### src/rtl/slc3_io_pkg.sv
// Shared types and constants for the SLC-3 board input conditioning path.
package slc3_io_pkg;

  // Debouncer states: a pending state means the synchronized key disagrees
  // with the stable level and the agreement run is being counted.
  typedef enum logic [1:0] {
    RELEASED,
    PRESS_PEND,
    PRESSED,
    RELEASE_PEND
  } debounce_state_t;

  // Keys are active-low, so the idle (released) level is 1.
  localparam logic KEY_RELEASED = 1'b1;

  // 10 ms at 50 MHz.
  localparam int DEFAULT_DEBOUNCE_CYCLES = 500000;

endpackage

### src/rtl/slc3_input_conditioner_key_debouncer.sv
// Single-key conditioner: two-flop synchronizer, debounce FSM with run
// counter, and a one-cycle strobe when the stable level goes to pressed.
module key_debouncer
  import slc3_io_pkg::*;
#(
  parameter int DEBOUNCE_CYCLES = DEFAULT_DEBOUNCE_CYCLES
) (
  input  logic clk,
  input  logic srst,
  input  logic key_raw,
  output logic level,
  output logic pulse
);

  localparam int CNT_W = $clog2(DEBOUNCE_CYCLES + 1);
  localparam logic [CNT_W-1:0] CNT_LAST = CNT_W'(DEBOUNCE_CYCLES - 1);
  localparam logic [CNT_W-1:0] CNT_ONE  = CNT_W'(1);
  // With a single required cycle the pending states are skipped entirely.
  localparam bit SINGLE_CYCLE = (DEBOUNCE_CYCLES == 1);

  logic            sync1_reg;
  logic            sync2_reg;
  debounce_state_t state_reg;
  debounce_state_t state_next;
  logic [CNT_W-1:0] cnt_reg;
  logic [CNT_W-1:0] cnt_next;
  logic            pulse_reg;
  logic            pulse_next;

  // Bring the asynchronous key into the clock domain; clears to released.
  always_ff @(posedge clk) begin
    if (srst) begin
      sync1_reg <= KEY_RELEASED;
      sync2_reg <= KEY_RELEASED;
    end else begin
      sync1_reg <= key_raw;
      sync2_reg <= sync1_reg;
    end
  end

  // State, agreement counter and strobe registers; reset drops any partial count.
  always_ff @(posedge clk) begin
    if (srst) begin
      state_reg <= RELEASED;
      cnt_reg   <= '0;
      pulse_reg <= 1'b0;
    end else begin
      state_reg <= state_next;
      cnt_reg   <= cnt_next;
      pulse_reg <= pulse_next;
    end
  end

  // Next state: any sample agreeing with the stable level abandons the
  // pending change, so only an unbroken run of disagreement commits it.
  always_comb begin
    state_next = state_reg;
    cnt_next   = '0;
    pulse_next = 1'b0;
    case (state_reg)
      RELEASED: begin
        if (sync2_reg != KEY_RELEASED) begin
          if (SINGLE_CYCLE) begin
            state_next = PRESSED;
            pulse_next = 1'b1;
          end else begin
            state_next = PRESS_PEND;
            cnt_next   = CNT_ONE;
          end
        end
      end
      PRESS_PEND: begin
        if (sync2_reg == KEY_RELEASED) begin
          state_next = RELEASED;
        end else if (cnt_reg == CNT_LAST) begin
          state_next = PRESSED;
          pulse_next = 1'b1;
        end else begin
          cnt_next = cnt_reg + CNT_ONE;
        end
      end
      PRESSED: begin
        if (sync2_reg == KEY_RELEASED) begin
          if (SINGLE_CYCLE) begin
            state_next = RELEASED;
          end else begin
            state_next = RELEASE_PEND;
            cnt_next   = CNT_ONE;
          end
        end
      end
      RELEASE_PEND: begin
        if (sync2_reg != KEY_RELEASED) begin
          state_next = PRESSED;
        end else if (cnt_reg == CNT_LAST) begin
          state_next = RELEASED;
        end else begin
          cnt_next = cnt_reg + CNT_ONE;
        end
      end
      default: begin
        state_next = RELEASED;
      end
    endcase
  end

  // The stable level is pressed while pressed or while a release is pending.
  assign level = ((state_reg == PRESSED) || (state_reg == RELEASE_PEND)) ?
                 ~KEY_RELEASED : KEY_RELEASED;
  assign pulse = pulse_reg;

endmodule

### src/rtl/slc3_input_conditioner.sv
// Board front end for slc3_testtop: debounced Run/Continue keys with press
// strobes, and synchronized (undebounced) slide switches.
module slc3_input_conditioner
  import slc3_io_pkg::*;
#(
  parameter int DEBOUNCE_CYCLES = DEFAULT_DEBOUNCE_CYCLES,
  parameter int SW_WIDTH        = 10
) (
  input  logic                Clk,
  input  logic                Reset,
  input  logic                Run_raw,
  input  logic                Continue_raw,
  input  logic [SW_WIDTH-1:0] SW_raw,
  output logic                Run,
  output logic                Continue,
  output logic [SW_WIDTH-1:0] SW,
  output logic                Run_pulse,
  output logic                Continue_pulse
);

  logic [SW_WIDTH-1:0] sw_sync1_reg;
  logic [SW_WIDTH-1:0] sw_sync2_reg;

  // Two-flop synchronizer on every switch bit; switches are levels, not events.
  always_ff @(posedge Clk) begin
    if (Reset) begin
      sw_sync1_reg <= '0;
      sw_sync2_reg <= '0;
    end else begin
      sw_sync1_reg <= SW_raw;
      sw_sync2_reg <= sw_sync1_reg;
    end
  end

  assign SW = sw_sync2_reg;

  key_debouncer #(
    .DEBOUNCE_CYCLES(DEBOUNCE_CYCLES)
  ) u_run_key (
    .clk     (Clk),
    .srst    (Reset),
    .key_raw (Run_raw),
    .level   (Run),
    .pulse   (Run_pulse)
  );

  key_debouncer #(
    .DEBOUNCE_CYCLES(DEBOUNCE_CYCLES)
  ) u_continue_key (
    .clk     (Clk),
    .srst    (Reset),
    .key_raw (Continue_raw),
    .level   (Continue),
    .pulse   (Continue_pulse)
  );

endmodule

### config.mk
export PLATFORM = sky130hd
export DESIGN_NAME = slc3_input_conditioner
export DESIGN_NICKNAME = d
export VERILOG_FILES = /design/src/rtl/slc3_io_pkg.sv /design/src/rtl/slc3_input_conditioner_key_debouncer.sv /design/src/rtl/slc3_input_conditioner.sv
export SDC_FILE = /design/constraint.sdc
export NUM_CORES = 1
export LEC_CHECK = 0
export BUFFER_PORTS_ARGS = -buffer_cell sky130_fd_sc_hd__buf_2
export CORE_MARGIN = 5
export CORE_UTILIZATION = 35
export DETAILED_ROUTE_END_ITERATION = 12
export PLACE_DENSITY = 0.58
export SYNTH_ARGS = -nofsm -noshare
export SYNTH_HDL_FRONTEND = slang
export SYNTH_HIERARCHICAL = 1
export SYNTH_SLANG_ARGS = --single-unit
export TNS_END_PERCENT = 1
### constraint.sdc
create_clock -name Clk -period 4.2 [get_ports Clk]
set_input_delay 0.84 -clock Clk [delete_from_list [all_inputs] [get_ports Clk]]
set_output_delay 0.84 -clock Clk [all_outputs]
set_load 0.02 [all_outputs]
# After elaboration in Yosys (flattened, before gate mapping)
# Cells that the tools add are included.
# W data, S select, Z words.
dict set report totals {
  register_bits 68
  out_inout_bits 14
}
dict set report classes {
  n_reduce_logical 8
  eq_ne 16
  bitwise_logic 2
  add_sub_neg 2
  n_mux 30
}
# cell count
set op_table {}
lappend op_table {{$pmux W19 S4} 2}
lappend op_table {{$mux W19} 6}
lappend op_table {{$add A19 B1 Y19 const B} 2}
lappend op_table {{$eq A19 B19 Y1 const B} 2}
lappend op_table {{$mux W2} 12}
lappend op_table {{$pmux W2 S4} 2}
lappend op_table {{$eq A2 B2 Y1 const B} 4}
lappend op_table {{$mux W1} 8}
lappend op_table {{$reduce_and A4 Y1} 2}
lappend op_table {{$ne A3 B1 Y1 const B} 2}
lappend op_table {{$ne A3 B3 Y1 const B} 2}
lappend op_table {{$reduce_or A3 Y1} 2}
lappend op_table {{$eq A2 B1 Y1 const B} 2}
lappend op_table {{$logic_not A2 Y1} 2}
lappend op_table {{$ne A2 B1 Y1 const B} 2}
lappend op_table {{$ne A2 B2 Y1 const B} 2}
lappend op_table {{$logic_or A1 B1 Y1} 2}
lappend op_table {{$not A1 Y1} 2}

# Depth between registers and ports, before layout
dict set report depth {
  depth_word 4
  mapped_depth 7
  mapped_depth_nobuf 5
}

# By module
# Netlist, hierarchy kept.
# mod cells_per_inst seq_area_each_um2 area_each_um2 n_inst
set modules_own_cells {}
lappend modules_own_cells {{key_debouncer at u_run_key} 119 480.5 1101.1 1}
lappend modules_own_cells {{key_debouncer at u_continue_key} 119 480.5 1088.5 1}
lappend modules_own_cells {slc3_input_conditioner 42 400.4 618.1 1}

# Worst setup path after synthesis
# OpenSTA, ideal clock, no wires.
dict set report synth_timing {
  path_type {register -> register}
  startpoint {register u_continue_key.cnt_reg[0]}
  endpoint {register u_continue_key.cnt_reg[18]}
  required_ps 4134
  path_stages_with_launch 6
  path_slack_ps 2435
  period_less_slack_ps 1765
  setup_time_ps 66
  t_arrival_ps 1699
  cell_sequence {dfxtp_1 > ha_1 > nand4_2 > or2_1 > or4_4 > a21oi_2}
}
dict set report synth_via {
  elab_chain_cells 4
  elab_cells_between_ends 6
  cone_classes {1 x add/sub; 1 x eq/ne; 4 x mux}
}
# item line
set synth_lines {}
lappend synth_lines {{start, declared} slc3_input_conditioner_key_debouncer.sv:25} ;# logic [CNT_W-1:0] cnt_reg;
lappend synth_lines {{start signal, assigned} slc3_input_conditioner_key_debouncer.sv:49} ;# cnt_reg <= cnt_next;
lappend synth_lines {{$add A19 B1 Y19 or $eq A19 B19 Y1 (tied branches)} n/a}
lappend synth_lines {{$mux W19 (*)} {slc3_input_conditioner_key_debouncer.sv:75, slc3_input_conditioner_key_debouncer.sv:95}}
lappend synth_lines {{$mux W19, on equally long branches} {slc3_input_conditioner_key_debouncer.sv:93, slc3_input_conditioner_key_debouncer.sv:73}}
lappend synth_lines {{$pmux W19 S4 (*)} slc3_input_conditioner_key_debouncer.sv:60} ;# case (state_reg)
# Every way passes the cells marked *; elsewhere a longest branch is shown, timed or not.
# A chain may end at the register's enable or synchronous reset.

==> impl_metrics.env <==
export IMPL_drc_errors=0
export IMPL_muxShareOfSynthArea=0
export IMPL_antenna_found_initial=0
export IMPL_hpwl_microns=3380
export IMPL_cts_sinks=68
export IMPL_viasPerCell=4.73
export IMPL_path_max_fanout=18
export IMPL_crit_required_ns=4.40
export IMPL_post_cts_buffers=0
export IMPL_grt_ovfl_total=0
export IMPL_yosys_area_share_simple=0.333
export IMPL_synth_top_family_by_area="simple AND/OR/NAND/NOR gates"
export IMPL_diodes=0
export IMPL_cp_arrival_ns=2.33
export IMPL_pin_count=28
export IMPL_total_power_mw=1.25
export IMPL_synth_distinct_cells=48
export IMPL_netlist_area_sq_mm=0.00281
export IMPL_vias=1985
export IMPL_max_cap_viol_count=0
export IMPL_dieArea_sq_mm=0.00991
export IMPL_crit_chain="buf_2, buf_4, nand2b_1, a211o_1, nor2_1"
export IMPL_htree_levels=3
export IMPL_start_util=0.361
export IMPL_grt_start_max_net_pins=19
export IMPL_slowest_stage="a211o_1"
export IMPL_fillerInstances=774
export IMPL_die_height_microns=99.6
export IMPL_synth_net_count=296
export IMPL_first_iter_violations=69
export IMPL_clk_latency_ns=0.34
export IMPL_mostFrequentLayoutCells="dfxtp_1, nor2_1, buf_2"
export IMPL_finalCriticalPeriod_ns=2.13
export IMPL_clk_pin_slew_ns=0.07
export IMPL_clk_path_buf_depth=2
export IMPL_area_growth_pct=15.0
export IMPL_cp_num_buf_inv=2
export IMPL_core_sq_mm=0.00777
export IMPL_r2r_start="u_continue_key/cnt_reg[0]$_SDFF_PP0_"
export IMPL_synth_seq_cells=68
export IMPL_r2r_worst_path_cells=5
export IMPL_io_buffers=27
export IMPL_layout_commonest_cell="dfxtp_1"
export IMPL_crit_family="buffers and inverters"
export IMPL_yosys_area_top_type="dfxtp_1"
export IMPL_hold_start="u_continue_key/sync1_reg$_SDFF_PP1_"
export IMPL_peakVddDrop_uv=182
export IMPL_nNetsFinal=329
export IMPL_finalMaxSlewViolations=0
export IMPL_rows=32
export IMPL_synth_area_per_cell_sq_um=10.0
export IMPL_worst_slew_pin_slew_ns=0.691
export IMPL_first_pass_iters=4
export IMPL_layout_drive_gt1_share=0.255
export IMPL_synth_xor_area_share=0.0936
export IMPL_grt_util_all_layers=0.105
export IMPL_ys_seq_area_frac=0.485
export IMPL_min_period_over_period=0.507
export IMPL_setup_viol=0
export IMPL_yosys_area_top_type_share=0.485
export IMPL_cp_depth=5
export IMPL_cts_tree="yes"
export IMPL_critPathKind="primary input to flop"
export IMPL_grt_pass1_wl_microns=8490
export IMPL_synthAdderAreaFrac=0.00891
export IMPL_yosysWarnings=6
export IMPL_grt_pass1_vias=1917
export IMPL_hold_depth=1
export IMPL_timing_fmax_mhz=469
export IMPL_drt_total_wl_microns=4780
export IMPL_cts_resized_gates=0
export IMPL_synthTopCellsByArea="dfxtp_1, xnor2_1, nor2b_2"
export IMPL_numCtsBuffers=9
export IMPL_die_w_microns=99.6
export IMPL_status="finished, final reports clean"
export IMPL_routedWlPerCell_microns=11.4
export IMPL_powerDensity_mw_per_mm2=386
export IMPL_startpoint="Reset"
export IMPL_netlist_instances=280
export IMPL_startpoint_type="primary input"
export IMPL_leakagePower_nw=1.05
export IMPL_final_setup_skew_ns=0.0117
export IMPL_min_path_type="flop to flop"
export IMPL_fin_hold_ws_ns=0.411
export IMPL_synth_compound_area_frac=0.0468
export IMPL_crit_path_end_kind="flop"
export IMPL_rsz0062_at_grt="false"
export IMPL_slew_headroom=0.539
export IMPL_setup_tns_final_ns=0
export IMPL_clk_root_buffer_cell="clkbuf_8"
export IMPL_final_hold_viol_count=0
export IMPL_gp_congestion=0.798
export IMPL_final_antenna_net_count=0
export IMPL_cpPeakStageDelay_ns=0.52
export IMPL_cts_hold_buf=0
-- logic make-up (layout without fill, tap and decap cells) --
group	after synthesis	count (layout)
buffers and inverters	16	54
AOI/OAI and AO/OA	18	18
DFF	68	68
xor gates and xnor gates	30	30
and+or+nand+nor	146	146
adders and majority gates	2	2
-- cell usage after synthesis (all sizes together) --
cell / n
dfxtp: 68
nor2: 36
xnor2: 23
nor2b: 21
nand2: 13
nand3: 13
nand4: 12
nor4: 12
nor3: 11
inv: 10
xor2: 7
buf: 6
or2: 6
a21oi: 5
and3: 4
or4: 4
and4: 3
o21ai: 3
a211oi: 2
a31oi: 2
ha: 2
nand2b: 2
nor3b: 2
nor4b: 2
o31ai: 2
or3: 2
a2111oi: 1
a211o: 1
nand3b: 1
nand4bb: 1
nor4bb: 1
o21a: 1
o221ai: 1
-- worst register-to-register path, delay by kind of cell, from the launching register on --
kind	cells	cell delay, ns
compound gates	1	0.58
simple gates	3	0.74
flops	1	0.40
fa+ha+maj	1	0.24
-- through the flow --
step | utilization | setup slack [ns] | cells | area [sq um]
2_1_floorplan | - | 2.44 | 280 | 2810
3_3_place_gp | 0.389 | 1.71 | 404 | 3020
3_5_place_dp | 0.389 | 1.69 | 404 | 3020
4_1_cts | 0.416 | 2.06 | 420 | 3230
5_1_grt | 0.416 | 1.89 | 420 | 3230
6_report | 0.416 | 2.07 | 420 | 3230
-- final cells by class --
type | instances | area (sq um) | area share
clock inverter | 7 | 81.3 | 0.0252
timing repair buffer | 28 | 143 | 0.0442
inverter | 10 | 37.5 | 0.0116
multi-input combinational | 196 | 1360 | 0.420
tap | 102 | 128 | 0.0395
clock buffer | 9 | 124 | 0.0384
sequential | 68 | 1360 | 0.422
-- where the power goes --
group	switching, mW	internal (mW)	leakage, nW
sequential	0.00392	0.656	0.553
clock	0.267	0.283	0.101
combinational	0.0178	0.0181	0.392
-- metal layers --
layer  vias to the layer above  part of all wire  GRT usage
met2                        25              0.47      0.165
met4                         0             0.011     0.0410
li1                       1036                 -          -
met1                       919              0.48      0.128
met5                         -                 0          0
met3                         5             0.037     0.0414
-- worst paths after layout --
| path | endpoint | slack, ns |
|---|---|---|
| min | u_continue_key/sync2_reg$_SDFF_PP1_ | 0.41 |
| max | u_continue_key/cnt_reg[3]$_SDFF_PP0_ | 2.07 |
| min reg2reg | u_continue_key/sync2_reg$_SDFF_PP1_ | 0.41 |
| max reg2reg | u_continue_key/cnt_reg[3]$_SDFF_PP0_ | 2.11 |
(Power assumes the default switching activity.)
